[src/rtl/spi_flash_pkg.sv]
// spi_flash_pkg: opcodes, FSM state encoding and opcode decode shared by the SPI flash responder
package spi_flash_pkg;
  localparam logic [7:0] OP_READ = 8'h03;
  localparam logic [7:0] OP_RDID = 8'h9F;
  localparam logic [7:0] OP_RDSR = 8'h05;
  localparam logic [7:0] OP_WREN = 8'h06;
  localparam logic [7:0] OP_WRDI = 8'h04;
  localparam logic [2:0] ST_IDLE   = 3'd0;
  localparam logic [2:0] ST_CMD    = 3'd1;
  localparam logic [2:0] ST_ADDR   = 3'd2;
  localparam logic [2:0] ST_READ   = 3'd3;
  localparam logic [2:0] ST_RDID   = 3'd4;
  localparam logic [2:0] ST_RDSR   = 3'd5;
  localparam logic [2:0] ST_IGNORE = 3'd6;
  function automatic logic [2:0] decode_op(input logic [7:0] op);
    return op == OP_READ ? ST_ADDR : op == OP_RDID ? ST_RDID : op == OP_RDSR ? ST_RDSR : ST_IGNORE;
  endfunction
endpackage

[src/rtl/spi_sync_edge.sv]
// spi_sync_edge: 2-flop synchronizer plus one history stage giving rise/fall pulses (clk, rst, d in; rise, fall out)
module spi_sync_edge (
  input  logic clk,
  input  logic rst,
  input  logic d,
  output logic rise,
  output logic fall
);
  logic [2:0] sync_q, sync_d;
  always_comb sync_d = {sync_q[1:0], d};
  always_ff @(posedge clk or posedge rst)
    if (rst) sync_q <= '0;
    else sync_q <= sync_d;
  assign rise = sync_q[1] & ~sync_q[2];
  assign fall = ~sync_q[1] & sync_q[2];
endmodule

[src/rtl/spi_flash_responder.sv]
// spi_flash_responder: SPI mode-0 flash target for READ/RDID/RDSR/WREN/WRDI (SPI_* pins, MEM_* byte read port, CLK/RST)
module spi_flash_responder
  import spi_flash_pkg::*;
#(
  parameter int          ADDR_WIDTH = 24,
  parameter logic [23:0] JEDEC_ID   = 24'hEF4016
) (
  input  logic                  CLK,
  input  logic                  RST,
  input  logic                  SPI_CSN,
  input  logic                  SPI_CLK,
  input  logic                  SPI_MOSI,
  output logic                  SPI_MISO,
  output logic                  SPI_MISO_OE,
  output logic [ADDR_WIDTH-1:0] MEM_ADDR,
  output logic                  MEM_RE,
  input  logic [7:0]            MEM_RDATA
);
  logic [2:0] csn_q, csn_d;
  logic [1:0] mosi_q, mosi_d;
  logic sclk_rise, sclk_fall, csn_fall, csn_rise, mosi_s, oe;
  logic [2:0] state_q, state_d;
  logic [4:0] cnt_q, cnt_d;
  logic [22:0] rx_q, rx_d;
  logic [23:0] rx_in;
  logic [7:0] tx_q, tx_d, sh_q, sh_d, id_byte, src;
  logic [1:0] idx_q, idx_d;
  logic miso_q, miso_d, wel_q, wel_d, re_q, re_d, ld_q, ld_d;
  logic [ADDR_WIDTH-1:0] addr_q, addr_d;
  spi_sync_edge u_sclk (.clk(CLK), .rst(RST), .d(SPI_CLK), .rise(sclk_rise), .fall(sclk_fall));
  assign csn_fall = ~csn_q[1] & csn_q[2];
  assign csn_rise = csn_q[1] & ~csn_q[2];
  assign mosi_s = mosi_q[1];
  assign rx_in = {rx_q, mosi_s};
  assign oe = state_q == ST_READ || state_q == ST_RDID || state_q == ST_RDSR;
  assign id_byte = idx_q == 2'd0 ? JEDEC_ID[23:16] : idx_q == 2'd1 ? JEDEC_ID[15:8] : JEDEC_ID[7:0];
  assign src = state_q == ST_READ ? tx_q : state_q == ST_RDID ? id_byte : {6'b0, wel_q, 1'b0};
  always_comb begin
    csn_d = {csn_q[1:0], SPI_CSN};
    mosi_d = {mosi_q[0], SPI_MOSI};
    state_d = state_q;
    cnt_d = cnt_q;
    rx_d = rx_q;
    tx_d = ld_q ? MEM_RDATA : tx_q;
    sh_d = sh_q;
    idx_d = idx_q;
    miso_d = miso_q;
    wel_d = wel_q;
    re_d = 1'b0;
    ld_d = re_q;
    addr_d = addr_q;
    if (state_q == ST_IDLE) begin
      if (csn_fall) begin
        state_d = ST_CMD;
        cnt_d = '0;
        rx_d = '0;
      end
    end else if (csn_rise) begin
      state_d = ST_IDLE;
      cnt_d = '0;
      rx_d = '0;
      sh_d = '0;
      miso_d = 1'b0;
    end else if (sclk_rise && (state_q == ST_CMD || state_q == ST_ADDR)) begin
      rx_d = rx_in[22:0];
      cnt_d = cnt_q + 5'd1;
      if (state_q == ST_CMD && cnt_q == 5'd7) begin
        state_d = decode_op(rx_in[7:0]);
        cnt_d = '0;
        idx_d = '0;
        wel_d = rx_in[7:0] == OP_WREN ? 1'b1 : rx_in[7:0] == OP_WRDI ? 1'b0 : wel_q;
      end else if (state_q == ST_ADDR && cnt_q == 5'd23) begin
        state_d = ST_READ;
        cnt_d = '0;
        re_d = 1'b1;
        addr_d = rx_in[ADDR_WIDTH-1:0];
      end
    end else if (sclk_fall && oe) begin
      cnt_d = cnt_q == 5'd7 ? 5'd0 : cnt_q + 5'd1;
      miso_d = cnt_q == 5'd0 ? src[7] : sh_q[7];
      sh_d = cnt_q == 5'd0 ? {src[6:0], 1'b0} : {sh_q[6:0], 1'b0};
      if (cnt_q == 5'd0 && state_q == ST_READ) begin
        re_d = 1'b1;
        addr_d = addr_q + 1'b1;
      end
      if (cnt_q == 5'd0 && state_q == ST_RDID) idx_d = idx_q == 2'd2 ? 2'd0 : idx_q + 2'd1;
    end
  end
  always_ff @(posedge CLK or posedge RST)
    if (RST) begin
      csn_q <= 3'b111;
      mosi_q <= '0;
      state_q <= ST_IDLE;
      cnt_q <= '0;
      rx_q <= '0;
      tx_q <= '0;
      sh_q <= '0;
      idx_q <= '0;
      miso_q <= 1'b0;
      wel_q <= 1'b0;
      re_q <= 1'b0;
      ld_q <= 1'b0;
      addr_q <= '0;
    end else begin
      csn_q <= csn_d;
      mosi_q <= mosi_d;
      state_q <= state_d;
      cnt_q <= cnt_d;
      rx_q <= rx_d;
      tx_q <= tx_d;
      sh_q <= sh_d;
      idx_q <= idx_d;
      miso_q <= miso_d;
      wel_q <= wel_d;
      re_q <= re_d;
      ld_q <= ld_d;
      addr_q <= addr_d;
    end
  assign SPI_MISO = miso_q & oe;
  assign SPI_MISO_OE = oe;
  assign MEM_ADDR = addr_q;
  assign MEM_RE = re_q;
endmodule

[config.mk]
export PLATFORM = sky130hd
export DESIGN_NAME = spi_flash_responder
export DESIGN_NICKNAME = d
export VERILOG_FILES = /design/src/rtl/spi_flash_pkg.sv /design/src/rtl/spi_sync_edge.sv /design/src/rtl/spi_flash_responder.sv
export SDC_FILE = /design/constraint.sdc
export NUM_CORES = 1
export LEC_CHECK = 0
export ABC_AREA = 1
export CAP_MARGIN = 20
export CORE_MARGIN = 5
export CORE_UTILIZATION = 69
export DETAILED_ROUTE_END_ITERATION = 16
export DONT_BUFFER_PORTS = 1
export PLACE_DENSITY = 0.86
export SYNTH_ARGS = -nofsm -noshare
export SYNTH_HDL_FRONTEND = slang
export SYNTH_SLANG_ARGS = --single-unit
[constraint.sdc]
create_clock -name CLK -period 7.9 [get_ports CLK]
set_input_delay 1.185 -clock CLK [delete_from_list [all_inputs] [get_ports CLK]]
set_output_delay 1.185 -clock CLK [all_outputs]
set_load 0.03 [all_outputs]
==> key figures, run 1 <==
Setup path
  – Required @ worst endpoint: 6710 ps
  – Crit path launch type: flop
  – Crit-path max FO: 5
  – Crit end category: output port
  – Critical path class: flop to output port
  – Arrival time at the worst endpoint: 1740 ps
  – Crit Reg-Reg Startpoint: state_q[1]
  – Crit path from: state_q[2]

STA
  – Tcrit/Tclk final: 0.3702
  – Worst Max-Slew Pin Slew: 498.8 ps
  – Clk_skew: 7.170 ps
  – Max Slew Vio Count: 0
  – Fin Hold WS: 363.2 ps
  – Unrepaired setup endpoints after global routing: false
  – Final Hold Vio Count: 0
  – Max_slew headroom: 0.6665
  – Endpoints failing setup: 0
  – Tmin final: 2925 ps
  – Fmax: 0.3419 GHz
  – Setup TNS: 0 ps

Synth
  – Top-area cell type share of the netlist area: 0.4449
  – Top_reg_cell synth: dfrtp_1
  – Post-synth EDFFs: 0
  – Synth Area in Compound Gates: 0.1181
  – Synthesized Nets: 623
  – Largest cells by area after synthesis: dfrtp_1 (44%), nand2_1 (16%), o21ai_0 (5.6%)
  – Xor/xnor share of the synthesized area: 0.01154
  – Adder-cell area share of the yosys netlist: 0.008239
  – Mux cell area share after synthesis: 0
  – Largest family of logic cells by synthesized area: simple AND/OR/NAND/NOR gates
  – Synth Register Bits: 84
  – Syn. warnings: 0
  – Synth area leader: dfrtp_1
  – Distinct cells, synth: 39
  – Post-synthesis async set-or-reset flop share: 1.000
  – Gate Count Post-Synth: 607
  – Post-synthesis sequential area ratio: 0.4622
  – Syn_area_per_cell: 7.505 µm²
  – Area of the mapped netlist: 4556 µm²
  – Post-synthesis simple-gate area fraction: 0.3238

Clock tree
  – Post-CTS Resized: 0
  – Clk root buf: clkbuf_8
  – Clock sink count: 84
  – Reg clk slew, reported paths: 90 ps
  – CTS max path bufs: 2
  – # H-tree levels: 3
  – CTS tree: built
  – Hold bufs inserted after CTS: 0
  – Worst-Skew Late Latency: 360 ps
  – Setup bufs post-CTS: 0
  – TritonCTS Buffers: 9

GRT
  – Largest net degree at the start of global routing: 85
  – GR Overflow Total: 0
  – Vias in the first global route: 3851
  – GRT Util Overall: 0.2612
  – Initial antenna violation count: 0
  – First-pass GRT wire length: 18070 µm

Detailed routing
  – Iter 0 DRT Violations: 408
  – Remaining DRCs: 0
  – Detailed-route via count: 4167
  – Post-DR wirelength/cell: 15.65 µm
  – Routed wire length: 10750 µm
  – TritonRoute pass-1 iters: 7
  – Vias/cell: 6.066
  – Final antenna-violating net count: 0

Place
  – Post-DP HPWL: 7097 µm
  – RD Place Congestion: 0.9480
  – Port Buffers: 0
  – Placed cells: 670

Run status
  – Status: completed

Final layout
  – Area delta synth->final: 5.630%
  – Most frequent cells in the layout: nand2_1 (200), dfrtp_1 (81), inv_1 (64)
  – Most common cell after layout, fill and taps aside: nand2_1
  – Cell Count, Final, Fillers Out: 687
  – Layout cells sized above 1: 0.07541
  – Finished Core Util: 0.7535
  – Antenna Cells: 0
  – Fin nets: 621

Floorplanning
  – Core area: 6386 µm²
  – Row count: 29
  – Die area: 8327 µm²
  – Die Y: 91.26 µm
  – Initial Utilization: 0.7134
  – Die W: 91.26 µm
  – Ports: 40

Power and ir drop
  – PD cells: 284.5 nW/µm²
  – Peak VDD IR: 206.1 µV
  – Pleak: 0.002209 µW

Worst hold path
  – Hold/Removal Path Class: flop to flop
  – HP Start: u_sclk.sync_q[0]

Job
  – Max-Cap Viols: 0
==> cells by family after synthesis <==
logic type | count (synthesis)
flip-flops | 84
AND/OR/NAND/NOR | 333
buffers and inverters | 84
adder cells (fa/ha/maj) | 3
XOR/XNOR | 6
AO/OA/AOI/OAI | 97
==> layer usage <==
layer	global-route usage	share of wire
met1	0.3723	0.44
met2	0.4020	0.47
met3	0.06281	0.079
met4	0.07213	0.013
met5	0	0
==> Yosys cell counts (6+ instances only) <==
library cell,count
nand2_1,200
dfrtp_1,81
inv_1,65
o21ai_0,51
nor2_1,47
nand3_1,45
o21ai_1,15
a21oi_1,10
nand4_1,9
buf_2,8
o22ai_1,8
nor3_1,7
nand3b_1,6
==> layout make-up <==
| class | count | area [µm²] |
|---|---|---|
| Timing Repair Buffer | 2 | 35.03 |
| Tap cell | 77 | 96.34 |
| Clock inverter | 7 | 85.08 |
| Clock buffer | 9 | 123.9 |
| Fill cell | 479 | 1574 |
| Sequential cell | 84 | 2106 |
| Inverter | 69 | 262.8 |
| Multi-Input combinational cell | 439 | 2103 |
==> final timing paths <==
kind	slack [ps]	end	cells past startpoint
hold / removal	360	u_sclk.sync_q[1]	0
max in group asynchronous	6600	tx_q[4]	3
hold reg to reg	360	u_sclk.sync_q[1]	0
setup reg to reg	5570	state_q[0]	9
setup / recovery	4980	SPI_MISO	3
min in group asynchronous	700	sh_q[4]	2
==> power breakdown <==
group,switching (µW),internal [µW]
Clock,175,152
Sequential,106,502
Combinational,312,123
==> critical path: stages (launching register included) <==
cell and delay, ps:
dfrtp_1 480, inv_2 90, o21ai_2 420, and2_1 390
==> flip-flops by register name (all words and copies together), names as in the netlist <==
name           flops
u_sclk.sync_q      3
sh_q               7
cnt_q              5
MEM_ADDR          24
ld_q               1
rx_q              23
mosi_q             2
miso_q             1
tx_q               8
wel_q              1
idx_q              2
csn_q              3
MEM_RE             1
state_q            3
==> per-stage QoR <==
| stage | setup WS [ps] | total power, µW | cell area (µm²) |
|---|---|---|---|
| 2_1_floorplan | 4555 | 944.4 | 4556 |
| 4_1_cts | 4966 | 1357 | 4785 |
| 5_1_grt | 4914 | 1455 | 4812 |
| 3_3_place_gp | 5417 | 1016 | 4576 |
| 6_report | 4975 | 1369 | 4812 |
| 3_5_place_dp | 5376 | 1034 | 4576 |
Note: power is estimated with default switching activity, not from simulation.
==> run 2, diff against run 1 <==
--- a/config.mk
+++ b/config.mk
@@ -8,10 +8,10 @@
 export ABC_AREA = 1
 export CAP_MARGIN = 20
 export CORE_MARGIN = 5
-export CORE_UTILIZATION = 69
+export CORE_UTILIZATION = 64
 export DETAILED_ROUTE_END_ITERATION = 16
 export DONT_BUFFER_PORTS = 1
-export PLACE_DENSITY = 0.86
+export PLACE_DENSITY = 0.81
 export SYNTH_ARGS = -nofsm -noshare
 export SYNTH_HDL_FRONTEND = slang
 export SYNTH_SLANG_ARGS = --single-unit
==> constraint.sdc (replaced) <==
create_clock -name CLK -period 3.05 [get_ports CLK]
set_input_delay 0.4575 -clock CLK [delete_from_list [all_inputs] [get_ports CLK]]
set_output_delay 0.4575 -clock CLK [all_outputs]
set_load 0.03 [all_outputs]
==> run 2 against run 1 <==
  * Setup slack got worse by 4100 ps
  * First-iteration DRC count fell by 1.2%
  * Critical path depth rose by 1
  * Sequential power rose to 2.6 times the previous value
  * Via count fell by 2.0%
  * Global-route usage fell by 1.4 points
  * Final cell count rose by 2.6%
  * Combinational power rose to 2.5 times the previous value
  * Sequential cell count did not move
  * Clock power rose by 120%
==> key figures, run 2 (synthesized netlist as in run 1, its figures left out) <==
Run status
  – Status: completed

Clock tree
  – TritonCTS Buffers: 9
  – Worst-Skew Late Latency: 350 ps
  – Post-CTS Resized: 0
  – Clk root buf: clkbuf_8
  – Reg clk slew, reported paths: 90 ps
  – # H-tree levels: 3
  – Hold bufs inserted after CTS: 0
  – CTS max path bufs: 2
  – CTS tree: built
  – Setup bufs post-CTS: 0
  – Clock sink count: 84

Setup path
  – Critical path class: flop to output port
  – Arrival time at the worst endpoint: 1740 ps
  – Crit Reg-Reg Startpoint: state_q[2]
  – Crit end category: output port
  – Crit path launch type: flop
  – Crit-path max FO: 5
  – Crit path from: state_q[2]
  – Required @ worst endpoint: 2590 ps

STA
  – Clk_skew: 10.01 ps
  – Endpoints failing setup: 0
  – Max Slew Vio Count: 0
  – Setup TNS: 0 ps
  – Tcrit/Tclk final: 0.7201
  – Max_slew headroom: 0.6496
  – Unrepaired setup endpoints after global routing: false
  – Final Hold Vio Count: 0
  – Tmin final: 2196 ps
  – Worst Max-Slew Pin Slew: 525.7 ps
  – Fmax: 0.4553 GHz

Power and ir drop
  – P_int: 1931 µW
  – PnR Total Power: 3390 µW
  – Logic pwr share: 0.322
  – Peak VDD IR: 423.3 µV
  – Sw Share: 0.4305
  – Part of the power in registers: 0.465
  – Pleak: 0.002190 µW
  – Clock power share: 0.214
  – NetSw: 1459 µW
  – PD cells: 708.0 nW/µm²

Detailed routing
  – Final antenna-violating net count: 0
  – Post-DR wirelength/cell: 14.93 µm
  – Iter 0 DRT Violations: 403
  – Remaining DRCs: 0
  – Vias/cell: 5.791
  – TritonRoute pass-1 iters: 6
  – Detailed-route via count: 4083
  – Routed wire length: 10530 µm

Final layout
  – Most frequent cells in the layout: nand2_1 (200), dfrtp_1 (81), inv_1 (64)
  – Area delta synth->final: 5.108%
  – Antenna Cells: 0
  – Finished Core Util: 0.6971
  – Layout cells sized above 1: 0.07389
  – Max reg flops: 24
  – Cell Count, Final, Fillers Out: 705
  – Fin nets: 620
  – Most common cell after layout, fill and taps aside: nand2_1

GRT
  – First-pass GRT wire length: 17320 µm
  – Vias in the first global route: 3677
  – Initial antenna violation count: 0
  – GR Overflow Total: 0
  – GRT Util Overall: 0.2475
  – Largest net degree at the start of global routing: 85

Floorplanning
  – Row count: 30
  – Die Y: 94.37 µm
  – Core area: 6869 µm²
  – Die W: 94.37 µm
  – Ports: 40
  – Initial Utilization: 0.6632
  – Die area: 8906 µm²

Worst hold path
  – Hold/Removal Path Class: input pin to async pin

Job
  – Max-Cap Viols: 0

Place
  – Placed cells: 689
  – Post-DP HPWL: 7364 µm
  – RD Place Congestion: 0.9345
  – Port Buffers: 0
## run 2: power by group through the flow
stage | logic [µW] | registers (µW) | clock network [µW]
floorplan | 902 | 1540 | 0
global placement | 1040 | 1590 | 0
detailed placement | 1080 | 1600 | 0
CTS | 1090 | 1570 | 729
global route | 1230 | 1600 | 785
finish | 1090 | 1580 | 724
## run 2: through the flow
stage          hold WS (ps)  setup WS [ps]  instance area, µm²
5_1_grt               71.41          623.4                4788
3_3_place_gp          338.4          904.1                4612
6_report              31.58          853.8                4788
4_1_cts               83.50          852.5                4788
3_5_place_dp          342.8          917.7                4612
2_1_floorplan         331.2          432.3                4556
## run 2: metal layers
layer	GRT usage	wire [µm]	up-vias
met5	0	0	-
met4	0.1023	230	0
met3	0.04861	850	29
met2	0.3753	4729	171
met1	0.3491	4718	1925
li1	-	-	1958
## run 2: area by class of cell
| class | count | area [µm²] |
|---|---|---|
| timing repair buffer | 1 | 20.02 |
| tap | 96 | 120.1 |
| inverter | 69 | 262.8 |
| sequential | 84 | 2106 |
| clock buffer | 10 | 137.6 |
| clock inverter | 6 | 38.79 |
| fill | 578 | 2081 |
| multi-input combinational | 439 | 2103 |
## run 2: critical path, stage by stage, from the launching register on
cell,delay (ps)
dfrtp_1,460
inv_2,120
nand3_1,160
o21ai_2,260
and2_1,390
## run 2: path summary, 6_finish.rpt
| check | to | slack (ps) | cells past startpoint |
|---|---|---|---|
| max | SPI_MISO | 850 | 4 |
| min reg2reg | mosi_q[1] | 360 | 0 |
| max in group asynchronous | tx_q[6] | 2630 | 2 |
| max reg2reg | MEM_ADDR[8] | 860 | 9 |
| min | cnt_q[1] | 30 | 2 |
| min in group CLK | csn_q[0] | 90 | 0 |
